--- src/rtl/proc_pkg.sv ---
// Shared definitions for the multi-cycle processor (control unit and datapath).
// Holds the opcode encodings (which double as ULA operation codes), the bus
// multiplexer selects, the default datapath width and a helper that tells
// which codes the ULA implements.
package proc_pkg;

  localparam int unsigned DATA_W_DEFAULT = 10;

  // Instruction opcodes; the arithmetic/logic ones are also ULA_control codes.
  localparam logic [3:0] LD   = 4'b0000;
  localparam logic [3:0] ST   = 4'b0001;
  localparam logic [3:0] MVNZ = 4'b0010;
  localparam logic [3:0] MV   = 4'b0011;
  localparam logic [3:0] MVI  = 4'b0100;
  localparam logic [3:0] ADD  = 4'b0101;
  localparam logic [3:0] SUB  = 4'b0110;
  localparam logic [3:0] OR   = 4'b0111;
  localparam logic [3:0] SLT  = 4'b1000;
  localparam logic [3:0] SLL  = 4'b1001;
  localparam logic [3:0] SRL  = 4'b1010;

  // Bus multiplexer selects.
  localparam logic [1:0] SEL_DIN = 2'b00;
  localparam logic [1:0] SEL_REG = 2'b01;
  localparam logic [1:0] SEL_PC  = 2'b10;
  localparam logic [1:0] SEL_G   = 2'b11;

  function automatic logic is_ula_op(input logic [3:0] op);
    return op inside {ADD, SUB, OR, SLT, SLL, SRL};
  endfunction

endpackage

--- src/rtl/ula.sv ---
// Combinational ULA of the datapath.
// Ports:
//   a_i           left operand (register A)
//   b_i           right operand (bus value)
//   ula_control_i operation code (opcode encoding)
//   result_o      operation result, modulo 2^Width; 0 for unsupported codes
//   op_valid_o    high when ula_control_i is an implemented operation
module ula
  import proc_pkg::*;
#(
  parameter int unsigned Width = DATA_W_DEFAULT
) (
  input  logic [Width-1:0] a_i,
  input  logic [Width-1:0] b_i,
  input  logic [3:0]       ula_control_i,
  output logic [Width-1:0] result_o,
  output logic             op_valid_o
);

  always_comb begin
    result_o   = '0;
    op_valid_o = is_ula_op(ula_control_i);
    case (ula_control_i)
      ADD: result_o = a_i + b_i;
      SUB: result_o = a_i - b_i;
      OR:  result_o = a_i | b_i;
      // Shift by the full B value: any amount >= Width shifts everything out.
      SRL: result_o = a_i >> b_i;
      SLL: result_o = a_i << b_i;
      SLT: result_o = {{(Width-1){1'b0}}, (a_i < b_i)};
      default: result_o = '0;
    endcase
  end

endmodule

--- src/rtl/datapath.sv ---
// Register-transfer datapath of the multi-cycle processor.
// Executes the register transfers strobed by the control unit each cycle.
// Ports:
//   clock, reset          clock and synchronous active-high reset
//   DIN                   memory read data
//   IR_in .. PC_in        load / increment strobes from the control unit
//   mux_control           bus source select (DIN, register, PC, G)
//   register_out          register driven onto the bus (7 drives 0)
//   register_in           load enables for R0..R6
//   ULA_control           ULA operation
//   IR, ADDR, DOUT, W     instruction register, memory address/data/write enable
//   G_or                  OR-reduction of G
//   BusWires              current bus value
module datapath
  import proc_pkg::*;
#(
  parameter int unsigned DATA_W = DATA_W_DEFAULT
) (
  input  logic              clock,
  input  logic              reset,
  input  logic [DATA_W-1:0] DIN,
  input  logic              IR_in,
  input  logic              ADDR_in,
  input  logic              DOUT_in,
  input  logic              W_D,
  input  logic              G_in,
  input  logic              A_in,
  input  logic              incr_PC,
  input  logic              PC_in,
  input  logic [1:0]        mux_control,
  input  logic [2:0]        register_out,
  input  logic [6:0]        register_in,
  input  logic [3:0]        ULA_control,
  output logic [DATA_W-1:0] IR,
  output logic              G_or,
  output logic [DATA_W-1:0] ADDR,
  output logic [DATA_W-1:0] DOUT,
  output logic              W,
  output logic [DATA_W-1:0] BusWires
);

  localparam int unsigned NumRegs = 7;

  logic [DATA_W-1:0] r_q [NumRegs];
  logic [DATA_W-1:0] r_d [NumRegs];
  logic [DATA_W-1:0] pc_q, pc_d;
  logic [DATA_W-1:0] ir_q, ir_d;
  logic [DATA_W-1:0] a_q, a_d;
  logic [DATA_W-1:0] g_q, g_d;
  logic [DATA_W-1:0] addr_q, addr_d;
  logic [DATA_W-1:0] dout_q, dout_d;
  logic              w_q, w_d;

  logic [DATA_W-1:0] reg_bus;
  logic [DATA_W-1:0] ula_result;
  logic              ula_op_valid;

  // Register read port; index 7 has no register behind it and reads as 0.
  always_comb begin
    reg_bus = '0;
    for (int i = 0; i < NumRegs; i++) begin
      if (register_out == 3'(i)) reg_bus = r_q[i];
    end
  end

  always_comb begin
    BusWires = '0;
    unique case (mux_control)
      SEL_DIN: BusWires = DIN;
      SEL_REG: BusWires = reg_bus;
      SEL_PC:  BusWires = pc_q;
      SEL_G:   BusWires = g_q;
      default: BusWires = '0;
    endcase
  end

  ula #(
    .Width (DATA_W)
  ) u_ula (
    .a_i           (a_q),
    .b_i           (BusWires),
    .ula_control_i (ULA_control),
    .result_o      (ula_result),
    .op_valid_o    (ula_op_valid)
  );

  always_comb begin
    for (int i = 0; i < NumRegs; i++) begin
      r_d[i] = register_in[i] ? BusWires : r_q[i];
    end
    a_d    = A_in    ? BusWires : a_q;
    addr_d = ADDR_in ? BusWires : addr_q;
    dout_d = DOUT_in ? BusWires : dout_q;
    ir_d   = IR_in   ? DIN      : ir_q;
    w_d    = W_D;

    // A direct load beats the increment.
    pc_d = pc_q;
    if (PC_in) begin
      pc_d = BusWires;
    end else if (incr_PC) begin
      pc_d = pc_q + 1'b1;
    end

    // A valid op always captures; G_in with an unknown code captures the ULA's 0.
    g_d = g_q;
    if (G_in || ula_op_valid) g_d = ula_result;
  end

  always_ff @(posedge clock) begin
    if (reset) begin
      for (int i = 0; i < NumRegs; i++) r_q[i] <= '0;
      pc_q   <= '0;
      ir_q   <= '0;
      a_q    <= '0;
      g_q    <= '0;
      addr_q <= '0;
      dout_q <= '0;
      w_q    <= 1'b0;
    end else begin
      for (int i = 0; i < NumRegs; i++) r_q[i] <= r_d[i];
      pc_q   <= pc_d;
      ir_q   <= ir_d;
      a_q    <= a_d;
      g_q    <= g_d;
      addr_q <= addr_d;
      dout_q <= dout_d;
      w_q    <= w_d;
    end
  end

  assign IR   = ir_q;
  assign ADDR = addr_q;
  assign DOUT = dout_q;
  assign W    = w_q;
  assign G_or = |g_q;

endmodule

--- config.mk ---
export PLATFORM = sky130hd
export DESIGN_NAME = datapath
export DESIGN_NICKNAME = d
export VERILOG_FILES = /design/src/rtl/proc_pkg.sv /design/src/rtl/ula.sv /design/src/rtl/datapath.sv
export SDC_FILE = /design/constraint.sdc
export NUM_CORES = 1
export LEC_CHECK = 0
export BUFFER_PORTS_ARGS = -buffer_cell sky130_fd_sc_hd__buf_2
export CORE_UTILIZATION = 55
export CTS_BUF_LIST = sky130_fd_sc_hd__clkbuf_2
export DETAILED_ROUTE_END_ITERATION = 10
export HOLD_SLACK_MARGIN = 0.02
export PLACE_DENSITY_LB_ADDON = 0.15
export SYNTH_ARGS = -nofsm -noshare
export SYNTH_HDL_FRONTEND = slang
export SYNTH_SLANG_ARGS = --single-unit
--- constraint.sdc ---
create_clock -name clock -period 5.6 [get_ports clock]
set_clock_uncertainty 0.05 [all_clocks]
set_input_delay 0.56 -clock clock [delete_from_list [all_inputs] [get_ports clock]]
set_output_delay 0.56 -clock clock [all_outputs]
set_load 0.1 [all_outputs]
# ---- Word level (Yosys, flattened, before mapping)
# Memory sizes are Yosys's and may differ from the RTL's.
# Index checks and enable logic that the tools add are counted.
# W data, S select, Z words.
dict set report totals {
  mem_count 1
  ram_bits 70
  out_inout_bits 42
  reg_bits 61
}
dict set report classes {
  muxes 28
  order_cmp 1
  reduce_logical 6
  add_sub_neg 3
  n_eq_ne 15
  bitwise 8
  shifts 2
}
# memory words width rd rd_clocked_by_memory_dff write_ports line_no
set memory_table {}
lappend memory_table {r_q 7 10 7 0 7 datapath.sv:44} ;# logic [DATA_W-1:0] r_q [NumRegs];
# cell n
set op_table {}
lappend op_table {{$mux W10} 23}
lappend op_table {{$pmux W10 S6} 1}
lappend op_table {{$pmux W10 S4} 1}
lappend op_table {{$eq A4 B3 Y1 const B} 3}
lappend op_table {{$eq A4 B4 Y1 const B} 3}
lappend op_table {{$add A10 B1 Y10 const B} 1}
lappend op_table {{$add A10 B10 Y10} 1}
lappend op_table {{$lt A10 B10 Y1} 1}
lappend op_table {{$or A10 B10 Y10} 1}
lappend op_table {{$reduce_or A10 Y1} 1}
lappend op_table {{$shl A10 B10 Y10} 1}
lappend op_table {{$shr A10 B10 Y10} 1}
lappend op_table {{$sub A10 B10 Y10} 1}
lappend op_table {{$eq A3 B3 Y1 const B} 3}
lappend op_table {{$or A1 B1 Y1} 7}
lappend op_table {{$eq A3 B2 Y1 const B} 2}
lappend op_table {{$reduce_bool A6 Y1} 1}
lappend op_table {{$eq A2 B2 Y1 const B} 2}
lappend op_table {{$eq A3 B1 Y1 const B} 1}
lappend op_table {{$logic_not A3 Y1} 1}
lappend op_table {{$mux W1} 3}
lappend op_table {{$eq A2 B1 Y1 const B} 1}
lappend op_table {{$logic_not A2 Y1} 1}
lappend op_table {{$reduce_bool A2 Y1} 1}
lappend op_table {{$logic_or A1 B1 Y1} 1}

# ---- Longest topological paths before layout
dict set report logic_depth {
  word_depth 11
  ltp_mapped 20
  mapped_depth_nobuf 16
}

# ---- Hierarchy
# A second synthesis with hierarchy kept.
dict set report unflattened {
  hier_cells 1047
  area_unflattened_um2 8807.2
}
# module cells_per_inst n_inst seq_area_each_um2 area_each_um2
set by_module_without_submodules {}
lappend by_module_without_submodules {datapath 759 1 2622.5 6730.2}
lappend by_module_without_submodules {ula 288 1 0.0 2077.0}

# ---- Worst setup path after synthesis
# Ideal clock, no wire load.
dict set report synth_timing {
  path_kind {input-to-reg}
  from {input port register_out[2]}
  to {register g_q[8]}
  t_required_ps 5423
  t_arrival_ps 4092
  slack_ps 1331
  cell_stages 19
  path_cell_list {buf_2 buf_6 nand3b_1 o221ai_1 a21o_1 buf_2 inv_4 buf_2 ha_1 fa_1 a21oi_1 o21bai_1 a21o_1 a21o_1 a21oi_1 mux2i_1 a221o_1 a21oi_1 o2bb2ai_1}
}
dict set report synth_between {
  elab_chain_len 11
}
# element line_no
set synth_lines {}
lappend synth_lines {{from (decl)} datapath.sv:31} ;# input logic [2:0] register_out,
lappend synth_lines {{$logic_not A3 Y1} datapath.sv:62} ;# if (register_out == 3'(i)) reg_bus = r_q[i];
lappend synth_lines {{$mux W10 (6 in series)} datapath.sv:62}
lappend synth_lines {{$mux W10 *} datapath.sv:62}
lappend synth_lines {{$pmux W10 S4 *} datapath.sv:68} ;# unique case (mux_control)
lappend synth_lines {{net BusWires[0]} datapath.sv:39} ;# output logic [DATA_W-1:0] BusWires
lappend synth_lines {{$sub A10 B10 Y10, or another cell as far along} ula.sv:25} ;# SUB: result_o = a_i - b_i;
lappend synth_lines {{$pmux W10 S6 *} ula.sv:23} ;# case (ula_control_i)
lappend synth_lines {{to (signal assigned)} datapath.sv:125} ;# g_q <= g_d;
lappend synth_lines {{to (decl)} datapath.sv:49} ;# logic [DATA_W-1:0] g_q, g_d;
# Mark *: on every way through the listed nets, which the timed path passes. The rest lies on a longest branch.
# A chain may end at the register's enable or synchronous reset.

# ---- Worst setup path in the final report
dict set report layout_timing {
  from {input port register_out[1]}
  to {output port BusWires[8]}
}
dict set report layout_between {
  elab_chain_len 9
}
# element line_no
set layout_lines {}
lappend layout_lines {{$logic_not A3 Y1} datapath.sv:62}
lappend layout_lines {{$mux W10 (6 in series)} datapath.sv:62}
lappend layout_lines {{$mux W10 *} datapath.sv:62}
lappend layout_lines {{$pmux W10 S4 *} datapath.sv:68}
lappend layout_lines {{to (decl)} datapath.sv:39}
# Every way passes the cells marked *; elsewhere a longest branch is shown, timed or not.

==> flow_summary.ini <==
[floorplanning]
ioPinCount = 78
dieHeight_um = 121
die-area_um2 = 14600
cell_rows = 43
chipWidth_um = 121
initial_core_util_pct = 56.3
floorplan.core_area_um2 = 13800

[detailed_routing]
drtPass1Iterations = 7
vias_per_std_cell = 6.27
drcViolationCount = 0
drt_iter0_markers = 790
dr_total_vias = 7234
avg_wl_per_cell_um = 20.8
finalWirelength_um = 24000
ant_nets = 0

[setup_path]
startpoint_of_the_worst_register_to_register_path = pc_q[1]
timing.critical_path.slowest_cell_delay_ns = 0.52
path_depth_of_the_worst_reg2reg_path = 13
reg2reg_to = g_q[0]
crit_path_frequent_cell = sky130_fd_sc_hd__buf_2
worst-path-buf-inv = 4
path_max_fanout = 32
critPathArrivalTime_ns = 3.28
cp-start-kind = input port
end_kind = output pin
worst-r2r-setup-slack_ns = 1.80
cp_cell_sequence = buf_2, mux2_2, a32o_1, o211ai_1, o21a_1, buf_4, inv_1, buf_2
crit_required_ns = 4.99
cpMaxStageDelayCell = sky130_fd_sc_hd__buf_2
start_to_end_type_of_the_worst_setup_path = input port to output pin
timing.critical_path.max_delay_family = buffers and inverters

[yosys]
seq_total_area_yosys_pct = 33.7
async_reset_ff_share_pct = 0
postSynthNetCount = 988
edff_count_synth = 0
syn_area_per_cell_um2 = 8.42
yosys-top-cells-area = sky130_fd_sc_hd__dfxtp_1, sky130_fd_sc_hd__mux2i_1, sky130_fd_sc_hd__nor2_1
synthFlopType = sky130_fd_sc_hd__dfxtp_1
netlist.area_leader.share_pct = 33.7
postSynthCellCount = 924
synth.ff_latch_count = 131
yosysTopAreaCell = sky130_fd_sc_hd__dfxtp_1
synth_cell_type_count = 82
mappedNetlistArea_um2 = 7780
ys.warnings.count = 0

[sta]
final.setup.worst_slack_ns = 1.71
setup_viol = 0
drv_slew = 0
clock.fmax_mhz = 257
fin_crit_sh_pct = 69.4
hold_violations = 0
post-route-min-period_ns = 3.89
relSlewSlack_pct = 36.5
rsz0062_at_grt = false
timing_worst_slew_pin_value_ns = 0.953
tns_ns = 0

[final_layout]
layout-drive-gt1-share_pct = 15.8
final_nets = 1022
finish.utilization_pct = 60.4
layout.cells.most_common = sky130_fd_sc_hd__nor2_1
area_growth_pct = 7.41
n_fill_cell = 1263
finalInstanceArea_um2 = 8360
most-common-layout-cells = sky130_fd_sc_hd__nor2_1, sky130_fd_sc_hd__dfxtp_1, sky130_fd_sc_hd__mux2i_1

[global_route]
antenna_found_initial = 1
grt_usage_pct = 34.0
grt.busiest_layer = met1
grt_first_pass_wirelength_um = 37900
globalRouteMet3Util_pct = 8.79
met2_usage_pct = 48.8
grt_pass1_vias = 6707
grtUsageMet1_pct = 49.6
overflow = 0
grt_max_degree = 92

[min_path]
worst_hold_path_ep = IR[1]
hold_path_origin = DIN[1]
hold_path_depth = 3
holdCritPathClass = input port to register

[clock_tree]
post_cts_resize_count = 0
clock_sink_count = 131
cts-buffers-inserted = 17
ctsLongestPathBuffers = 2
tritoncts_clock_tree = yes
clock-root-buffer = sky130_fd_sc_hd__clkbuf_2
clock_insertion_delay_worst_skew_ns = 0.69
path_clk_slew_ns = 0.21
htree_num_levels = 4

[placed_design]
placed_area_um2 = 8150
place.gp.congestion = 0.985
detailedPlace.worstSlack_ns = 1.07
place.port_buffers = 77
detailed_place_hpwl_um = 17000

[power_and_ir_drop]
max-vdd-ir-drop_v = 0.000211
leakage_uw = 0.00357
p_per_area_nw_per_um2 = 279

[flow_run]
drv.max_cap_violation_count = 0

[run_status]
status = finished clean
worst max path at each step:
stage,depth (start not counted),startpoint,to,slack [ns]
after floorplan,19,register_out[2],g_q[8],1.33
after global placement,15,register_out[1],g_q[0],1.13
after detailed placement,15,register_out[1],g_q[9],1.07
after CTS,8,register_out[1],BusWires[8],1.79
after global routing,15,register_out[1],g_q[0],1.56
final,8,register_out[1],BusWires[8],1.71
tightest hold or removal path, delay by kind of cell:
family | cells | cell delay, ns
mux | 1 | 0.07
simple gates | 1 | 0.07
buf+inv | 1 | 0.11
layer usage:
metal  vias up  part of all wire, %
met5         -                    0
met4         0                  1.6
met3        31                   10
met2       388                   42
met1      3392                   46
li1       3423                    -
flip-flops by register name (all words and copies together), names as in the netlist:
signal	flops
ADDR	10
DOUT	10
IR	10
W	1
a_q	10
g_q	10
pc_q	10
r_q	70
cell families after synthesis:
logic type | Yosys count | synth area share [%]
multiplexers | 109 | 14.5
AO/OA/AOI/OAI | 239 | 22.8
adder cells (fa/ha/maj) | 28 | 4.60
AND/OR/NAND/NOR | 295 | 16.5
XOR/XNOR | 17 | 1.91
buffers and inverters | 105 | 5.92
flip-flops | 131 | 33.7
cell usage after synthesis, types with 5 or more instances:
master	number
sky130_fd_sc_hd__nand2b_1	11
sky130_fd_sc_hd__mux2i_1	96
sky130_fd_sc_hd__o21ai_0	28
sky130_fd_sc_hd__o21a_1	8
sky130_fd_sc_hd__a221o_1	6
sky130_fd_sc_hd__o22ai_1	8
sky130_fd_sc_hd__a21o_1	6
sky130_fd_sc_hd__xnor2_1	12
sky130_fd_sc_hd__o2bb2ai_1	6
sky130_fd_sc_hd__clkbuf_1	47
sky130_fd_sc_hd__a211oi_1	44
sky130_fd_sc_hd__buf_2	15
sky130_fd_sc_hd__a21oi_1	36
sky130_fd_sc_hd__a32o_1	5
sky130_fd_sc_hd__xor2_1	5
sky130_fd_sc_hd__a31oi_1	13
sky130_fd_sc_hd__o211ai_1	12
sky130_fd_sc_hd__nand3_1	14
sky130_fd_sc_hd__nor2b_1	13
sky130_fd_sc_hd__nor3_1	13
sky130_fd_sc_hd__and3_1	5
sky130_fd_sc_hd__nor2_1	167
sky130_fd_sc_hd__mux2_2	8
sky130_fd_sc_hd__ha_1	27
sky130_fd_sc_hd__dfxtp_1	131
sky130_fd_sc_hd__o221ai_1	6
sky130_fd_sc_hd__buf_6	5
sky130_fd_sc_hd__inv_1	23
sky130_fd_sc_hd__buf_1	7
sky130_fd_sc_hd__a221oi_1	8
sky130_fd_sc_hd__nand2_1	48
layout make-up:
cell class                      count  area, um^2  area share, %
Sequential cell                   131        2620           31.4
Multi-Input combinational cell    688        4700           56.3
Clock buffer                       17        85.1           1.02
Timing Repair Buffer               91         495           5.93
Antenna cell                        2        5.00         0.0599
Inverter                           29         111           1.33
Tap cell                          180         225           2.70
Clock inverter                     15         108           1.29
metrics by stage:
| step | total power, uW | hold slack, ns | std cells |
|---|---|---|---|
| 2_1_floorplan | 1650 | 0.403 | 924 |
| 5_1_grt | 2440 | 0.0395 | 1152 |
| 3_5_place_dp | 1830 | 0.427 | 1118 |
| 4_1_cts | 2330 | 0.0396 | 1151 |
| 6_report | 2330 | 0.0976 | 1153 |
| 3_3_place_gp | 1830 | 0.415 | 1118 |
power breakdown:
part	switching (uW)	internal, uW
Clock	381	120
Combinational	546	221
Sequential	60.4	1000
Total	988	1340
what timing repair did:
action | 4_1_cts | 5_1_grt
setup endpoints to repair | 0 | 0
hold endpoints to repair | 1 | 0
buffers inserted | 0 | 0
hold buffers | 1 | 0
No activity file was read; power rests on OpenSTA's default activity.
